**src/rtl/tmds_link_sequencer.sv**
```systemverilog
// Bring-up sequencer for the three TMDS serializers: qualifies PLL lock, holds the serializers
// in reset, sends a control-token training burst, then forwards encoder words. Option: LINK_RELOCK_COUNT_EN.
module tmds_link_sequencer #(
    parameter int LOCK_CYCLES    = 1024,
    parameter int SER_RST_CYCLES = 16,
    parameter int TRAIN_CYCLES   = 64
) (
    input  logic       i_clk,
    input  logic       i_rst,
    input  logic       i_clk_lock,
    input  logic       i_retrain,
    input  logic [9:0] i_tmds_ch0,
    input  logic [9:0] i_tmds_ch1,
    input  logic [9:0] i_tmds_ch2,
    output logic [9:0] o_tmds_ch0,
    output logic [9:0] o_tmds_ch1,
    output logic [9:0] o_tmds_ch2,
    output logic       o_ser_rst,
    output logic       o_link_up,
    output logic [1:0] o_state
`ifdef LINK_RELOCK_COUNT_EN
    ,
    output logic [7:0] o_relock_cnt
`endif
);

    typedef enum logic [1:0] {
        ST_LOCK_WAIT = 2'd0,
        ST_SER_RST   = 2'd1,
        ST_TRAIN     = 2'd2,
        ST_RUN       = 2'd3
    } state_t;

    localparam logic [9:0]  TOKEN      = 10'b1101010100;
    localparam logic [15:0] LOCK_LAST  = 16'(LOCK_CYCLES - 1);
    localparam logic [15:0] SER_LAST   = 16'(SER_RST_CYCLES - 1);
    localparam logic [15:0] TRAIN_LAST = 16'(TRAIN_CYCLES - 1);

    logic        lock_meta_q;
    logic        lock_s_q;
    state_t      state_q, state_d;
    logic [15:0] cnt_q, cnt_d;
    logic        ser_rst_q;
    logic        link_up_q;
    logic [9:0]  ch0_q, ch1_q, ch2_q;
    logic        fwd_d;

    always_ff @(posedge i_clk or posedge i_rst) begin
        if (i_rst) begin
            lock_meta_q <= 1'b0;
            lock_s_q    <= 1'b0;
        end else begin
            lock_meta_q <= i_clk_lock;
            lock_s_q    <= lock_meta_q;
        end
    end

    always_comb begin
        state_d = state_q;
        cnt_d   = cnt_q + 16'd1;
        case (state_q)
            ST_LOCK_WAIT: begin
                if (!lock_s_q)              cnt_d   = 16'd0;
                else if (cnt_q == LOCK_LAST) state_d = ST_SER_RST;
            end
            ST_SER_RST: if (cnt_q == SER_LAST)   state_d = ST_TRAIN;
            ST_TRAIN:   if (cnt_q == TRAIN_LAST) state_d = ST_RUN;
            ST_RUN: begin
                cnt_d = cnt_q;
                if (i_retrain) state_d = ST_TRAIN;
            end
            default: state_d = ST_LOCK_WAIT;
        endcase
        // Losing lock outranks retrain requests and counter expiry.
        if (state_q != ST_LOCK_WAIT && !lock_s_q) state_d = ST_LOCK_WAIT;
        if (state_d != state_q) cnt_d = 16'd0;
    end

    // Forward encoder words only while RUN is stable; the token goes out on the edge that drops lock.
    assign fwd_d = (state_q == ST_RUN) && lock_s_q;

    always_ff @(posedge i_clk or posedge i_rst) begin
        if (i_rst) begin
            state_q   <= ST_LOCK_WAIT;
            cnt_q     <= 16'd0;
            ser_rst_q <= 1'b1;
            link_up_q <= 1'b0;
            ch0_q     <= TOKEN;
            ch1_q     <= TOKEN;
            ch2_q     <= TOKEN;
        end else begin
            state_q   <= state_d;
            cnt_q     <= cnt_d;
            ser_rst_q <= (state_d == ST_LOCK_WAIT) || (state_d == ST_SER_RST);
            link_up_q <= (state_d == ST_RUN);
            ch0_q     <= fwd_d ? i_tmds_ch0 : TOKEN;
            ch1_q     <= fwd_d ? i_tmds_ch1 : TOKEN;
            ch2_q     <= fwd_d ? i_tmds_ch2 : TOKEN;
        end
    end

`ifdef LINK_RELOCK_COUNT_EN
    logic [7:0] relock_q;

    always_ff @(posedge i_clk or posedge i_rst) begin
        if (i_rst) begin
            relock_q <= 8'd0;
        end else if (state_q != ST_LOCK_WAIT && state_d == ST_LOCK_WAIT && relock_q != 8'hFF) begin
            relock_q <= relock_q + 8'd1;
        end
    end

    assign o_relock_cnt = relock_q;
`endif

    assign o_ser_rst  = ser_rst_q;
    assign o_link_up  = link_up_q;
    assign o_state    = state_q;
    assign o_tmds_ch0 = ch0_q;
    assign o_tmds_ch1 = ch1_q;
    assign o_tmds_ch2 = ch2_q;

endmodule

```
**config.mk**
```make
export PLATFORM = sky130hd
export DESIGN_NAME = tmds_link_sequencer
export DESIGN_NICKNAME = d
export VERILOG_FILES = /design/src/rtl/tmds_link_sequencer.sv
export SDC_FILE = /design/constraint.sdc
export NUM_CORES = 1
export LEC_CHECK = 0
export BUFFER_PORTS_ARGS = -buffer_cell sky130_fd_sc_hd__buf_2
export CORE_MARGIN = 5
export CORE_UTILIZATION = 35
export DETAILED_ROUTE_END_ITERATION = 10
export GPL_ROUTABILITY_DRIVEN = 0
export SYNTH_ARGS = -nofsm -noshare
export SYNTH_HDL_FRONTEND = slang
export SYNTH_SLANG_ARGS = --single-unit
```
**constraint.sdc**
```tcl
create_clock -name i_clk -period 3 [get_ports i_clk]
set_input_delay 0.45 -clock i_clk [delete_from_list [all_inputs] [get_ports i_clk]]
set_output_delay 0.45 -clock i_clk [all_outputs]
set_load 0.05 [all_outputs]
```
==> impl_metrics.env, run 1 <==
export IMPL_status="completed"
export IMPL_end_kind="register"
export IMPL_ys_seq_area_share_pct=59.8
export IMPL_async_flop_share_pct=100
export IMPL_ctsRootBufferMaster="clkbuf_8"
export IMPL_die_area_um2=8010
export IMPL_htreeDepth=2
export IMPL_drv_slew=0
export IMPL_rsz0062_at_grt="no"
export IMPL_synth_top_area_share_pct=40.7
export IMPL_post_dp_hpwl_um=3410
export IMPL_io_buffers=67
export IMPL_rows=29
export IMPL_die_w_um=89.5
export IMPL_diodes=0
export IMPL_synth_edf_count=0
export IMPL_drc=0
export IMPL_start_util_pct=35.4
export IMPL_drtPass1Iterations=4
export IMPL_max_stage_delay_ns=0.43
export IMPL_grt_usage_pct=12.0
export IMPL_core_um2=6240
export IMPL_pin_count=68
export IMPL_leakage_nw=1.30
export IMPL_synth_avg_cell_area_um2=11.6
export IMPL_grt_max_degree=53
export IMPL_max_freq_mhz=435
export IMPL_r2r_cells=6
export IMPL_synth_warnings=0
export IMPL_max_slew_margin_pct=66.3
export IMPL_cts_hold_buf=0
export IMPL_synth_fp_nets=226
export IMPL_crit_path_max_fanout=16
export IMPL_drv_cap=0
export IMPL_crit_cells=6
export IMPL_cp_cell_sequence="ha_1 -> and4b_1 -> a41o_1 -> a21boi_4 -> nand2_1 -> o311ai_0"
export IMPL_finalNetCount=296
export IMPL_critPathSlowestCell="dfrtp_1"
export IMPL_synth_seq_cells=52
export IMPL_synth_ff_type="dfrtp_1"
export IMPL_avgViaCountPerCell=4.75
export IMPL_tns_ns=0
export IMPL_hp_class="input pin to async pin"
export IMPL_cp_top_family="compound AO/OA/AOI/OAI gates"
export IMPL_critical_path_class="register to register"
export IMPL_hold_ws_ns=0.163
export IMPL_fin_crit_sh_pct=76.6
export IMPL_startpoint_type="register"
export IMPL_netlist_top_cells_count="dfrtp_1, and2_1, nand2_1"
export IMPL_hold_viol_final=0
export IMPL_vdd_ir_drop_max_mv=0.301
export IMPL_postCtsSetupBuffers=0
export IMPL_cellPowerDensity_nw_per_um2=432
export IMPL_fp_dieH_um=89.5
export IMPL_ff2ff_setup_slack_ns=0.70
export IMPL_grt_pass1_vias=1617
export IMPL_drt_wl_total_um=4740
export IMPL_synth_area_top_cells="dfrtp_1, dfstp_2, and2_1"
export IMPL_synth_most_common_cell="dfrtp_1"
export IMPL_clkTransAtPathRegs_ns=0.09
export IMPL_clk_insertion_delay_late_ns=0.30
export IMPL_antenna_found_initial=0
export IMPL_drtIter0Drc=71
export IMPL_clock_skew_final_ns=0.00659
export IMPL_synthCells=191
export IMPL_finalCriticalPeriod_ns=2.30
export IMPL_vias=1609
export IMPL_layout_drive_gt1_share_pct=42.4
export IMPL_area_growth_pct=23.7
export IMPL_grt_first_pass_wirelength_um=7600
export IMPL_cts_tree="built"
export IMPL_cp_required_ns=3.19
export IMPL_cts_sinks=52
export IMPL_critPathBufInv=0
export IMPL_syn_area_um2=2210
export IMPL_cts_inserted_buffers=5
export IMPL_clk_path_buf_depth=2
export IMPL_post_synth_top_area_cell="dfrtp_1"
export IMPL_wl_per_cell_um=14.0
export IMPL_overflow=0
export IMPL_tightest_slew_ns=0.505
export IMPL_antenna_left=0
export IMPL_cts_resized=0
export IMPL_crit_arrival_ns=2.48
export IMPL_synth_cell_types=43
export IMPL_setup_violations=0
## cells by family after synthesis
family	after synthesis	share of synthesized area, %
AO/OA/AOI/OAI	30	11.4
XOR/XNOR	1	0.396
adder cells (fa/ha/maj)	1	0.566
buffers and inverters	10	2.15
flip-flops	52	59.8
AND/OR/NAND/NOR	97	25.8
## final timing paths
path,end,from
worst min register to register,lock_s_q$_DFF_PP0_,lock_meta_q$_DFF_PP0_
max in group asynchronous,o_tmds_ch1[9]$_DFF_PP1_,i_rst
worst max register to register,cnt_q[6]$_DFFE_PP0P_,cnt_q[0]$_DFFE_PP0P_
worst min-delay path,o_tmds_ch1[0]$_DFF_PP0_,i_rst
worst max-delay path,cnt_q[6]$_DFFE_PP0P_,cnt_q[0]$_DFFE_PP0P_
min in group i_clk,lock_meta_q$_DFF_PP0_,i_clk_lock
## per-layer routing
| layer | vias to the layer above | GRT usage [%] | routed length (µm) |
|---|---|---|---|
| met5 | - | 0 | 0 |
| met4 | 0 | 2.44 | 20 |
| met3 | 2 | 4.24 | 362 |
| met2 | 46 | 18.9 | 2280 |
| met1 | 756 | 16.0 | 2080 |
| li1 | 805 | - | - |
## flip-flops by register name, indices dropped and copies added (netlist names)
name	count
cnt_q	16
lock_meta_q	1
lock_s_q	1
o_link_up	1
o_ser_rst	1
o_state	2
o_tmds_ch0	10
o_tmds_ch1	10
o_tmds_ch2	10
## layout by cell type (no fill, tap or decap), types with 2 or more instances in the layout
cell,n
a21oi_1,2
a221o_1,2
a22o_2,3
a31o_2,2
a31oi_1,3
and2_1,19
and3_1,2
and3_2,4
and4_1,2
buf_2,67
clkbuf_8,6
dfrtp_1,36
dfstp_2,16
inv_1,3
nand2_1,18
nand2b_1,17
nand3_1,10
nand4_1,3
nor2_1,7
nor2b_1,2
nor3_1,4
o21ai_0,6
o31ai_1,3
or2_2,2
## tightest hold or removal path, stage by stage
cell and delay, ns:
buf_2 0.10, inv_2 0.06, buf_12 0.25
## power by group
group | switching, mW | internal [mW] | leakage, nW
registers | 0.00489 | 0.706 | 0.664
logic | 0.0266 | 0.0284 | 0.585
clock network | 0.226 | 0.189 | 0.0516
## area by class of cell
type,count,area [µm²]
fillers,601,3510
flip-flops and latches,52,1320
multi-input cells,129,842
repair buffers,69,363
well taps,77,96.3
clock buffers,6,82.6
inverters,4,15.0
clock inverters,2,13.8
## through the flow
stage | worst slack [ns] | area [µm²] | utilization [%] | power, mW | std cells
2_1_floorplan | 1.12 | 2210 | - | 0.750 | 191
3_3_place_gp | 0.823 | 2640 | 42.3 | 0.779 | 331
3_5_place_dp | 0.650 | 2640 | 42.3 | 0.781 | 331
4_1_cts | 0.665 | 2730 | 43.8 | 1.20 | 339
5_1_grt | 0.578 | 2730 | 43.8 | 1.23 | 339
6_report | 0.703 | 2730 | 43.8 | 1.18 | 339
No activity file was read; power rests on OpenSTA's default activity.
==> inputs of run 2 (changes only) <==
clock period = 1.94 ns   (was 3 ns; I/O delays follow)
==> run 2 against run 1 <==
  * Total power up 53%
  * Sequential power rose by 55%
  * Critical path depth down 1
  * Combinational power rose by 74%
  * Register-to-register slack worse by 0.66 ns
  * Cell count increased by 6.5%
  * Die area did not move
  * Clock skew increased by 0.0055 ns
  * Via count up 6.0%
  * Critical path type unchanged
==> impl_metrics.env, run 2 (synthesis gave the netlist of run 1 again) <==
export IMPL_hp_class="input pin to async pin"
export IMPL_wl_per_cell_um=13.8
export IMPL_diodes=0
export IMPL_crit_path_max_fanout=7
export IMPL_max_slew_margin_pct=65.4
export IMPL_die_area_um2=8010
export IMPL_end_kind="register"
export IMPL_crit_path_end="cnt_q[15]$_DFFE_PP0P_"
export IMPL_start_util_pct=35.4
export IMPL_cts_sinks=52
export IMPL_final_core_utilization_pct=46.5
export IMPL_antenna_left=0
export IMPL_fp_dieH_um=89.5
export IMPL_grt_pass1_vias=1637
export IMPL_power_frac_clock_pct=34.0
export IMPL_comb_power_share_pct=5.3
export IMPL_rr_startpoint="cnt_q[9]$_DFFE_PP0P_"
export IMPL_core_um2=6240
export IMPL_switching_share_pct=22.5
export IMPL_vdd_ir_drop_max_mv=0.405
export IMPL_cts_tree="built"
export IMPL_hold_viol_final=0
export IMPL_rows=29
export IMPL_layout_drive_gt1_share_pct=47.5
export IMPL_drt_wl_total_um=4970
export IMPL_regMostFlops="cnt_q"
export IMPL_leakage_nw=1.40
export IMPL_cp_cell_sequence="or4_4 -> nor2_4 -> o2111ai_4 -> and2_4 -> a221o_1"
export IMPL_ff2ff_setup_slack_ns=0.04
export IMPL_drc=0
export IMPL_critical_path_class="register to register"
export IMPL_grt_max_degree=31
export IMPL_p_int_mw=1.40
export IMPL_r2r_end="cnt_q[15]$_DFFE_PP0P_"
export IMPL_clk_path_buf_depth=2
export IMPL_io_buffers=67
export IMPL_htreeDepth=2
export IMPL_critPathSlowestCell="or4_4"
export IMPL_clock_skew_final_ns=0.0121
export IMPL_finalNetCount=318
export IMPL_crit_arrival_ns=2.09
export IMPL_cp_required_ns=2.13
export IMPL_power_switching_uw=407
export IMPL_rsz0062_at_grt="yes"
export IMPL_critPathBufInv=0
export IMPL_clkTransAtPathRegs_ns=0.10
export IMPL_antenna_found_initial=0
export IMPL_post_dp_hpwl_um=3680
export IMPL_hold_ws_ns=0.00276
export IMPL_die_w_um=89.5
export IMPL_max_stage_delay_ns=0.57
export IMPL_grt_first_pass_wirelength_um=7710
export IMPL_n_fill_cell=592
export IMPL_mostFrequentLayoutCells="buf_2, dfrtp_1, buf_4"
export IMPL_drtIter0Drc=95
export IMPL_ctsRootBufferMaster="clkbuf_8"
export IMPL_clk_insertion_delay_late_ns=0.31
export IMPL_finalCriticalPeriod_ns=1.90
export IMPL_seq_power_share_pct=60.7
export IMPL_grt_usage_pct=12.7
export IMPL_pin_count=68
export IMPL_drtPass1Iterations=5
export IMPL_setup_violations=0
export IMPL_cts_inserted_buffers=5
export IMPL_final_common_cell="buf_2"
export IMPL_crit_cells=5
export IMPL_max_freq_mhz=527
export IMPL_cp_startpoint="cnt_q[9]$_DFFE_PP0P_"
export IMPL_fin_crit_sh_pct=97.9
export IMPL_cp_top_family="simple AND/OR/NAND/NOR gates"
export IMPL_vias=1705
export IMPL_area_growth_pct=31.3
export IMPL_avgViaCountPerCell=4.72
export IMPL_cts_hold_buf=0
export IMPL_p_total_mw=1.81
export IMPL_r2r_cells=5
export IMPL_status="completed"
export IMPL_drv_slew=0
export IMPL_drv_cap=0
export IMPL_startpoint_type="register"
export IMPL_overflow=0
export IMPL_cellPowerDensity_nw_per_um2=622
export IMPL_tightest_slew_ns=0.518
export IMPL_largest_reg_flops=16
export IMPL_tns_ns=0
==> run 2: cell count changes in the layout (fill, tap and decap cells not counted), sizes merged <==
cell,change
clkinvlp,+1
buf,+22
inv,-1
==> run 2: layer usage <==
layer | part of all wire [%] | GRT usage (%) | vias up
met3 | 7.0 | 5.44 | 7
met1 | 43 | 16.6 | 788
met4 | 0.97 | 4.87 | 0
li1 | - | - | 853
met5 | 0 | 0 | -
met2 | 49 | 18.6 | 57
==> run 2: worst reg2reg max path, stage by stage, from the launching register on <==
cell and delay [ns]:
dfrtp_1 0.42, or4_4 0.57, nor2_4 0.12, o2111ai_4 0.16, and2_4 0.23, a221o_1 0.28
==> run 2: area by class of cell <==
class                      instances  area (µm²)  share of cell area [%]
clock inverter                     2        16.3                   0.560
clock buffer                       6        72.6                    2.50
sequential                        52        1320                    45.5
timing repair buffer              91         528                    18.2
multi-input combinational        129         853                    29.4
inverter                           4        15.0                   0.517
tap                               77        96.3                    3.32
==> run 2: repair_timing <==
action	CTS	global route
pin swaps	0	2
cloned	0	0
setup buffers	0	3
resized for setup	1	3
setup endpoints to repair	1	7
==> run 2: power groups by stage <==
stage / clock network, mW / logic (mW) / registers (mW)
after floorplan: 0 / 0.0418 / 1.12
after CTS: 0.643 / 0.0983 / 1.10
after global routing: 0.698 / 0.109 / 1.10
after global placement: 0 / 0.0972 / 1.12
after detailed placement: 0 / 0.0974 / 1.12
final: 0.614 / 0.0959 / 1.10
==> run 2: per-stage QoR <==
stage | area [µm²] | worst slack, ns | std cells
global route | 2900 | -0.0448 | 361
CTS | 2870 | 0.00285 | 358
global placement | 2780 | 0.0427 | 350
finish | 2900 | 0.0407 | 361
floorplan | 2210 | 0.0628 | 191
detailed placement | 2780 | 0.0000245 | 350
==> run 2: how the worst min path moves through the flow <==
stage | startpoint | to | cells after the start
after CTS | i_rst | o_tmds_ch2[3]$_DFF_PP0_ | 2
after global routing | i_rst | o_tmds_ch2[3]$_DFF_PP0_ | 2
after detailed placement | lock_meta_q$_DFF_PP0_ | lock_s_q$_DFF_PP0_ | 0
final | i_rst | o_tmds_ch0[3]$_DFF_PP0_ | 2
after global placement | lock_meta_q$_DFF_PP0_ | lock_s_q$_DFF_PP0_ | 0
after floorplan | i_clk_lock | lock_meta_q$_DFF_PP0_ | 0
